$ cat src/rtl/rate_limit_pkg.sv
// rate_limit_pkg
// Shared constants and helpers for the rate-limited round-robin scheduler.
//   DEF_CAP / DEF_RATE / DEF_PKT_SIZE : default bucket capacity, refill per
//                                       cycle and cost of one packet (tokens)
//   tok_width()                       : bucket counter width that can hold
//                                       CAP plus one refill before saturation
//   sat_add()                         : refill, deduct, then clamp to capacity
package rate_limit_pkg;

  localparam int unsigned DEF_CAP      = 10;
  localparam int unsigned DEF_RATE     = 1;
  localparam int unsigned DEF_PKT_SIZE = 3;

  // The intermediate sum can reach CAP+RATE before clamping, so size for that.
  function automatic int unsigned tok_width(input int unsigned cap,
                                            input int unsigned rate);
    return $clog2(cap + rate + 1);
  endfunction

  // Deduction is only ever requested when val >= dec, so the difference
  // never wraps; saturation is applied after both refill and deduction.
  function automatic int unsigned sat_add(input int unsigned val,
                                          input int unsigned inc,
                                          input int unsigned dec,
                                          input int unsigned cap);
    int unsigned sum;
    sum = val + inc - dec;
    return (sum > cap) ? cap : sum;
  endfunction

endpackage

$ cat src/rtl/rate_limit_scheduler_bucket.sv
// token_bucket_counter
// One per-requester token bucket. Every cycle it gains RATE tokens, loses
// PKT_SIZE tokens when its requester is granted, and saturates at CAP.
//   clk      : clock, state updates on the rising edge
//   rst      : synchronous active-high reset, empties the bucket
//   consume  : the requester is being granted at this edge
//   tokens   : registered bucket level
//   eligible : bucket holds enough tokens for one packet
module token_bucket_counter
  import rate_limit_pkg::*;
#(
  parameter int unsigned CAP      = DEF_CAP,
  parameter int unsigned RATE     = DEF_RATE,
  parameter int unsigned PKT_SIZE = DEF_PKT_SIZE,
  parameter int unsigned TOKW     = tok_width(DEF_CAP, DEF_RATE)
) (
  input  logic            clk,
  input  logic            rst,
  input  logic            consume,
  output logic [TOKW-1:0] tokens,
  output logic            eligible
);

  logic [TOKW-1:0] r_tokens;
  logic [31:0]     w_dec;

  assign w_dec = consume ? PKT_SIZE : 32'd0;

  // Reset wins over any grant computed in the same cycle, so nothing is
  // deducted from a bucket that is being cleared.
  always_ff @(posedge clk) begin
    if (rst) begin
      r_tokens <= '0;
    end else begin
      r_tokens <= TOKW'(sat_add(32'(r_tokens), RATE, w_dec, CAP));
    end
  end

  assign tokens   = r_tokens;
  assign eligible = (32'(r_tokens) >= PKT_SIZE);

endmodule

$ cat src/rtl/rate_limit_scheduler.sv
// rate_limit_scheduler
// Shares one packet slot among N requesters. Each requester owns a token
// bucket; a round-robin arbiter grants at most one eligible requester per
// cycle, where eligible means requesting with at least PKT_SIZE tokens.
//   clk        : clock
//   rst        : synchronous active-high reset
//   req        : per-requester request level
//   gnt        : registered one-hot grant pulse
//   gnt_valid  : registered, high when any grant is issued
//   gnt_id     : registered index of the granted requester (0 when none)
//   throttled  : registered, requester asked but lacked tokens
//   tokens_o   : bucket levels, requester i at [i*TOKW +: TOKW]
module rate_limit_scheduler
  import rate_limit_pkg::*;
#(
  parameter int unsigned N        = 4,
  parameter int unsigned CAP      = DEF_CAP,
  parameter int unsigned RATE     = DEF_RATE,
  parameter int unsigned PKT_SIZE = DEF_PKT_SIZE,
  parameter int unsigned TOKW     = tok_width(CAP, RATE)
) (
  input  logic                 clk,
  input  logic                 rst,
  input  logic [N-1:0]         req,
  output logic [N-1:0]         gnt,
  output logic                 gnt_valid,
  output logic [$clog2(N)-1:0] gnt_id,
  output logic [N-1:0]         throttled,
  output logic [N*TOKW-1:0]    tokens_o
);

  localparam int unsigned PW = $clog2(N);

  if (PKT_SIZE > CAP || RATE < 1 || N < 2) begin : g_bad_params
    $error("rate_limit_scheduler: need PKT_SIZE <= CAP, RATE >= 1, N >= 2");
  end

  logic [PW-1:0]   r_ptr;
  logic [N-1:0]    r_gnt;
  logic            r_gnt_valid;
  logic [PW-1:0]   r_gnt_id;
  logic [N-1:0]    r_throttled;

  logic [N-1:0]    w_bucket_ok;
  logic [N-1:0]    w_elig;
  logic [2*N-1:0]  w_elig_dbl;
  logic            w_found;
  logic [PW-1:0]   w_sel;
  logic [PW-1:0]   w_ptr_next;
  logic [N-1:0]    w_gnt_next;
  logic [TOKW-1:0] w_tok [N];

  // One bucket per requester; the bucket only knows whether it was granted.
  for (genvar gi = 0; gi < N; gi++) begin : g_bucket
    token_bucket_counter #(
      .CAP      (CAP),
      .RATE     (RATE),
      .PKT_SIZE (PKT_SIZE),
      .TOKW     (TOKW)
    ) u_bucket (
      .clk      (clk),
      .rst      (rst),
      .consume  (w_gnt_next[gi]),
      .tokens   (w_tok[gi]),
      .eligible (w_bucket_ok[gi])
    );
    assign tokens_o[gi*TOKW +: TOKW] = w_tok[gi];
  end

  assign w_elig     = req & w_bucket_ok;
  assign w_elig_dbl = {w_elig, w_elig};

  // Round-robin pick: scanning the doubled vector from the pointer finds the
  // first eligible requester at or after ptr with wrap-around, without a
  // modulo on a variable index.
  always_comb begin
    w_found = 1'b0;
    w_sel   = '0;
    for (int j = 0; j < 2 * N; j++) begin
      if (!w_found && (j >= int'(r_ptr)) && w_elig_dbl[j]) begin
        w_found = 1'b1;
        w_sel   = (j >= int'(N)) ? PW'(j - int'(N)) : PW'(j);
      end
    end
  end

  // Grant vector feeds both the buckets (deduction) and the output register.
  always_comb begin
    w_gnt_next = '0;
    w_ptr_next = r_ptr;
    if (w_found) begin
      w_gnt_next[w_sel] = 1'b1;
      w_ptr_next        = (32'(w_sel) == N - 1) ? '0 : w_sel + 1'b1;
    end
  end

  always_ff @(posedge clk) begin
    if (rst) begin
      r_ptr       <= '0;
      r_gnt       <= '0;
      r_gnt_valid <= 1'b0;
      r_gnt_id    <= '0;
      r_throttled <= '0;
    end else begin
      r_ptr       <= w_ptr_next;
      r_gnt       <= w_gnt_next;
      r_gnt_valid <= w_found;
      r_gnt_id    <= w_sel;
      r_throttled <= req & ~w_elig;
    end
  end

  assign gnt       = r_gnt;
  assign gnt_valid = r_gnt_valid;
  assign gnt_id    = r_gnt_id;
  assign throttled = r_throttled;

endmodule

$ cat config.mk
export PLATFORM = sky130hd
export DESIGN_NAME = rate_limit_scheduler
export DESIGN_NICKNAME = d
export VERILOG_FILES = /design/src/rtl/rate_limit_pkg.sv /design/src/rtl/rate_limit_scheduler_bucket.sv /design/src/rtl/rate_limit_scheduler.sv
export SDC_FILE = /design/constraint.sdc
export NUM_CORES = 1
export LEC_CHECK = 0
export BUFFER_PORTS_ARGS = -buffer_cell sky130_fd_sc_hd__buf_2
export CAP_MARGIN = 5
export CORE_ASPECT_RATIO = 1.25
export CORE_MARGIN = 3
export CORE_UTILIZATION = 40
export DETAILED_ROUTE_END_ITERATION = 16
export SETUP_SLACK_MARGIN = 0.1
export SYNTH_ARGS = -nofsm -noshare
export SYNTH_HDL_FRONTEND = slang
export SYNTH_SLANG_ARGS = --single-unit
$ cat constraint.sdc
create_clock -name clk -period 3.73 [get_ports clk]
set_input_delay 0.1865 -clock clk [delete_from_list [all_inputs] [get_ports clk]]
set_output_delay 0.1865 -clock clk [all_outputs]
set_load 0.02 [all_outputs]
* Yosys cells after proc, flatten, opt, wreduce, memory -nomap -nowiden
Index checks and enable logic that the tools add are counted.
** Cells by class
- $add $sub $neg :: 9
- $lt $le $gt $ge :: 13
- Equal/unequal tests :: 1
- Multiplexer cells :: 27
- Bitwise operators :: 3
- Reductions and logical operators :: 22
** Operator list (number)
- > comparator 32 x 4 -> 1 bit, second input constant :: 4
- subtractor 5 x 2 -> 6 bit :: 4
- two-way mux 2 bit :: 11
- adder 4 x 1 -> 5 bit, second input constant :: 4
- two-way mux 4 bit :: 5
- >= comparator 4 x 2 -> 1 bit, second input constant :: 4
- logical AND 1 bit :: 11
- two-way mux 1 bit :: 10
- bitwise AND 4 bit :: 2
- OR reduction 2 bit :: 4
- zero test 1 bit :: 7
- >= comparator 1 x 2 -> 1 bit, first input constant :: 2
- inverter 4 bit :: 1
- less-than comparator 2 x 3 -> 1 bit, second input constant :: 1
- adder 2 x 1 -> 2 bit, second input constant :: 1
- demux 1 bit (select 2 bit) :: 1
- == test 2 bit, second input constant :: 1
- >= comparator 2 x 1 -> 1 bit, second input constant :: 1
- >= comparator 2 bit, first input constant :: 1
** Storage, ports and cells
- Bits in registers :: 29
- Output and inout bits :: 27

* Depth between registers and ports, before layout
- Depth after elaboration :: 36
- Gate-level depth with buffers :: 18
- Mapped depth without buffers :: 17

* Cells and area by module
A second synthesis with hierarchy kept.
** Unflattened totals
- Cell total of the unflattened synthesis :: 210
- Area total of the unflattened synthesis :: 1995.7 µm²
** Modules (own cells, without submodules)
- token_bucket_counter :: instances 4, cells an instance 39, area each 356.6 µm², seq. area each 80.1 µm²
- rate_limit_scheduler :: instances 1, cells an instance 54, area each 569.3 µm², seq. area each 260.2 µm²

* Worst setup path before layout
OpenSTA, ideal clock, no wires.
- Kind :: register to register
- Start point :: register g_bucket[0].u_bucket.r_tokens[2]
- End point :: register g_bucket[0].u_bucket.r_tokens[0]
- Library setup time :: 0.096 ns
- Arrival :: 3.357 ns
- Slack :: 0.277 ns
- Stages on the path, launching flop included :: 18
- Buffers on the path :: 1
- Clock period less this slack :: 3.453 ns
- Path through :: dfxtp_1 > inv_1 > ha_1 > a21bo_1 > buf_6 > o211ai_1 > a32o_2 > o21ai_0 > ha_1 > and2_1 > ha_1 > inv_1 > ha_1 > inv_1 > fa_1 > a21boi_0 > o21ai_0 > nor4b_1
** On the way
- Word-level cells in the longest chain between the ends :: 36
- Elaborated cells on any way between the ends :: 45
- Classes of those cells :: 2 x add/sub; 4 x order compare; 19 x mux; 1 x bitwise; 19 x reduce/logical
** Ends and longest elaborated chain
- start: declaration :: RTL line rate_limit_scheduler_bucket.sv:24 : logic [TOKW-1:0] r_tokens;
- start signal: assignment :: RTL line rate_limit_scheduler_bucket.sv:35 : r_tokens <= TOKW'(sat_add(32'(r_tokens), RATE, w_dec, CAP));
- >= comparator 4 x 2 -> 1 bit (*) :: RTL line rate_limit_scheduler_bucket.sv:40 : assign eligible = (32'(r_tokens) >= PKT_SIZE);
- bitwise AND 4 bit (*) :: RTL line rate_limit_scheduler.sv:70 : assign w_elig = req & w_bucket_ok;
- logical AND 1 bit :: RTL line rate_limit_scheduler.sv:80 : if (!w_found && (j >= int'(r_ptr)) && w_elig_dbl[j]) begin
- two-way mux 1 bit :: RTL line rate_limit_scheduler.sv:80
- zero test 1 bit :: RTL line rate_limit_scheduler.sv:80
- logical AND 1 bit (2 in series) :: RTL line rate_limit_scheduler.sv:80
- two-way mux 1 bit :: RTL line rate_limit_scheduler.sv:80
- zero test 1 bit :: RTL line rate_limit_scheduler.sv:80
- (+20 left out)
- two-way mux 1 bit (not written as such) :: RTL line rate_limit_scheduler.sv:92 : w_gnt_next[w_sel] = 1'b1;
- demux 1 bit (select 2 bit) :: RTL line rate_limit_scheduler.sv:92
- two-way mux 4 bit (*) :: RTL line rate_limit_scheduler.sv:91 : if (w_found) begin
- named net g_bucket[0].u_bucket.consume :: RTL line rate_limit_scheduler_bucket.sv:19 : input logic consume,
- two-way mux 2 bit (*) :: RTL line rate_limit_scheduler_bucket.sv:27 : assign w_dec = consume ? PKT_SIZE : 32'd0;
- subtractor 5 x 2 -> 6 bit (*) :: RTL line rate_limit_pkg.sv:27 : sum = val + inc - dec;
- > comparator 32 x 4 -> 1 bit :: RTL line rate_limit_pkg.sv:28 : return (sum > cap) ? cap : sum;
- OR reduction 2 bit (no source line)
Mark *: on every way through the listed nets, which the timed path passes. The rest lies on a longest branch.
A chain may end at the register's enable or synchronous reset.

* Worst setup path in the final report
- Start point :: register g_bucket[1].u_bucket.r_tokens[3]
- End point :: register g_bucket[2].u_bucket.r_tokens[2]
** On the way
- Word-level cells in the longest chain between the ends :: 32
- Elaborated cells on any way between the ends :: 40
- Classes of those cells :: 1 x add/sub; 4 x order compare; 18 x mux; 1 x bitwise; 16 x reduce/logical
** Ends and longest elaborated chain (RTL line)
- start: declaration :: rate_limit_scheduler_bucket.sv:24
- start signal: assignment :: rate_limit_scheduler_bucket.sv:35
- >= comparator 4 x 2 -> 1 bit (*) :: rate_limit_scheduler_bucket.sv:40
- bitwise AND 4 bit (*) :: rate_limit_scheduler.sv:70
- logical AND 1 bit :: rate_limit_scheduler.sv:80
- two-way mux 1 bit :: rate_limit_scheduler.sv:80
- zero test 1 bit :: rate_limit_scheduler.sv:80
- logical AND 1 bit (2 in series) :: rate_limit_scheduler.sv:80
- two-way mux 1 bit :: rate_limit_scheduler.sv:80
- zero test 1 bit :: rate_limit_scheduler.sv:80
- (+16 left out)
- two-way mux 1 bit (not written as such) :: rate_limit_scheduler.sv:92
- demux 1 bit (select 2 bit) :: rate_limit_scheduler.sv:92
- two-way mux 4 bit (*) :: rate_limit_scheduler.sv:91
- named net g_bucket[2].u_bucket.consume :: rate_limit_scheduler_bucket.sv:19
- two-way mux 2 bit (*) :: rate_limit_scheduler_bucket.sv:27
- subtractor 5 x 2 -> 6 bit (*) :: rate_limit_pkg.sv:27
- > comparator 32 x 4 -> 1 bit :: rate_limit_pkg.sv:28
- OR reduction 2 bit (no source line)
- end signal: assignment :: rate_limit_scheduler_bucket.sv:35
- end: declaration :: rate_limit_scheduler_bucket.sv:24
Marked as above.

==> results.cfg <==
[run_status]
status = finished clean

[synthesis]
ys_ff_latch = 29
syn_inst = 210
synth_edf_count = 0
synth_nets = 250
ys_types = 42
synth_area_mm2 = 0.00199
synthFlopType = dfxtp_1
ys_async_sr_fraction_pct = 0
synth_seq_area_share_pct = 29.2
syn_area_per_cell_um2 = 9.46
yosysWarningCount = 0

[layout]
drive_above_1_share_pct = 30.0
finalNetCount = 290
n_fill_cell = 451
area_growth_pct = 19.7
n_antenna_cell = 0

[route]
vias = 1603
remaining_drc_errors = 0
drtPass1Iterations = 4
initialDrtViolationCount = 45
drtAntennaViolNets = 0
drt-total-wl_um = 4170
wl_per_cell_um = 13.5
routed_via_density = 5.17

[sta]
slew_violations = 0
fmax_mhz = 290
finalHoldViolCount = 0
tns_ns = 0
tightest_slew_ns = 0.559
clock_skew_ns = 0.00572
slew_headroom_pct = 62.7
min_period_ns = 3.45
setup_viol = 0
fin_crit_sh_pct = 92.4
rsz0062_at_grt = false

[setup_path]
r2r_slack_ns = 0.28
worst-r2r-cell-count = 16
critPathKind = register to register
worstSetupStartpoint = g_bucket[1].u_bucket.tokens[3]$_SDFF_PP0_
cp_max_fo = 6
startpoint_type = register
worstPathRequired_ns = 3.91
reg2reg_from = g_bucket[1].u_bucket.tokens[3]$_SDFF_PP0_
end_kind = register
r2r_end = g_bucket[2].u_bucket.tokens[2]$_SDFF_PP0_
cp-endpoint = g_bucket[2].u_bucket.tokens[2]$_SDFF_PP0_
crit_arrival_ns = 3.63

[floorplan]
start_util_pct = 41.7
io_pins = 33
die_w_um = 69.0
coreArea_mm2 = 0.00476
die_y_um = 84.8
fp-row-count = 28
die-area_mm2 = 0.00585

[placement]
hpwlAfterDp_um = 3160
gp_congestion = 0.774
port_buffers = 32

[clock_network]
cts_sinks = 29
cts_inserted_buffers = 5
root_buffer = clkbuf_8
htree_levels = 2
clkTransAtPathRegs_ns = 0.06
cts_buffer_depth = 2
cts_tree = yes
insertion_delay_ns = 0.28

[global_route]
grt_pass1_wl_um = 7130
grt_remaining_overflow = 0
antenna_found_initial = 0
grt_start_max_net_pins = 28
grt_pass1_vias = 1609
grtUsageTotal_pct = 14.8

[job]
max_cap_violations = 0

[min_path]
min-delay-start = req[2]
hold_class = input pin to register
==> per-layer routing <==
metal	part of all wire (%)	vias to the layer above	wire [um]	track usage, %
li1	-	815	-	-
met1	41	734	1720	16.9
met2	52	48	2170	26.4
met4	1.3	0	55	5.15
met3	5.3	6	223	3.83
met5	0	-	0	0
==> synthesized netlist by cell type (all sizes together) (5+ instances only) <==
cell type	instances	area, um^2
ha	30	375
and2	5	32.5
xnor2	12	105
dfxtp	29	581
nand2	9	33.8
a21oi	15	78.8
inv	30	113
o21ai	10	50.1
nor4	5	37.5
nor2	8	30.0
a21boi	6	45.0
==> cell type report <==
class	instances	area, um^2	share of cell area, %
Timing Repair Buffer	39	213	8.95
Multi-Input combinational cell	145	1310	54.9
Tap cell	60	75.1	3.16
Inverter	30	113	4.74
Sequential cell	29	584	24.6
Clock buffer	7	86.3	3.63
==> kinds of logic (layout without fill, tap and decap cells) <==
logic type / count (synthesis) / count (layout) / share of synthesized area (%)
AO/OA/AOI/OAI: 57 / 57 / 21.8
AND/OR/NAND/NOR: 42 / 42 / 12.2
buffers and inverters: 36 / 76 / 8.57
adder cells (fa/ha/maj): 34 / 34 / 22.9
flip-flops: 29 / 29 / 29.2
XOR/XNOR: 12 / 12 / 5.29
==> layout by cell type, fill, tap and decap left out, drive strengths merged, types with 5 or more instances in the layout <==
cell type and n:
xnor2 12, a21boi 6, o21ai 10, buf 39
a21oi 15, dfxtp 29, nor4 5, ha 30
and2 5, clkbuf 7, inv 30, nor2 8
nand2 9
==> flip-flops by register name, indices dropped and copies added, names as in the netlist <==
| register | count |
|---|---|
| gnt_id | 2 |
| throttled | 4 |
| r_ptr | 2 |
| gnt | 4 |
| gnt_valid | 1 |
| g_bucket.u_bucket.tokens | 16 |
==> critical path, cell delays in order (launching register included) <==
cell and delay (ns):
dfxtp_2 0.33, inv_2 0.08, ha_1 0.14, a21bo_4 0.25
a221o_1 0.35, a32o_2 0.25, o21ai_2 0.07, ha_2 0.19
and2_1 0.12, ha_1 0.22, inv_1 0.06, ha_1 0.15
inv_1 0.05, fa_2 0.53, a21boi_2 0.17, o21ai_2 0.09
nor4_2 0.29
==> worst min-delay path by stage <==
| stage | slack, ns | cells after the start | end |
|---|---|---|---|
| after floorplan | 0.35 | 2 | throttled[2]$_SDFF_PP0_ |
| after global placement | 0.54 | 2 | throttled[1]$_SDFF_PP0_ |
| after detailed placement | 0.54 | 2 | throttled[1]$_SDFF_PP0_ |
| after CTS | 0.24 | 2 | throttled[1]$_SDFF_PP0_ |
| after global routing | 0.25 | 2 | throttled[1]$_SDFF_PP0_ |
| final | 0.25 | 3 | throttled[2]$_SDFF_PP0_ |
==> per-stage QoR <==
step           setup WS (ns)  cell area [um^2]  std cells  util, %  hold slack, ns
2_1_floorplan          0.277              1990        210        -           0.351
3_3_place_gp           0.155              2190        300     46.0           0.540
3_5_place_dp           0.102              2190        300     46.0           0.541
4_1_cts                0.108              2290        308     48.1           0.242
5_1_grt               0.0678              2380        310     49.9           0.252
6_report               0.284              2380        310     49.9           0.253
==> repair_timing <==
action | in CTS | in global routing
hold buffers | 0 | 0
resized for setup | 2 | 25
setup buffers | 1 | 2
hold endpoints to repair | 0 | 0
pin swaps | 1 | 8
setup endpoints to repair | 2 | 9
Power is not shown: default switching activity piles up to over one toggle a cycle in this logic, so the estimate is an artifact.
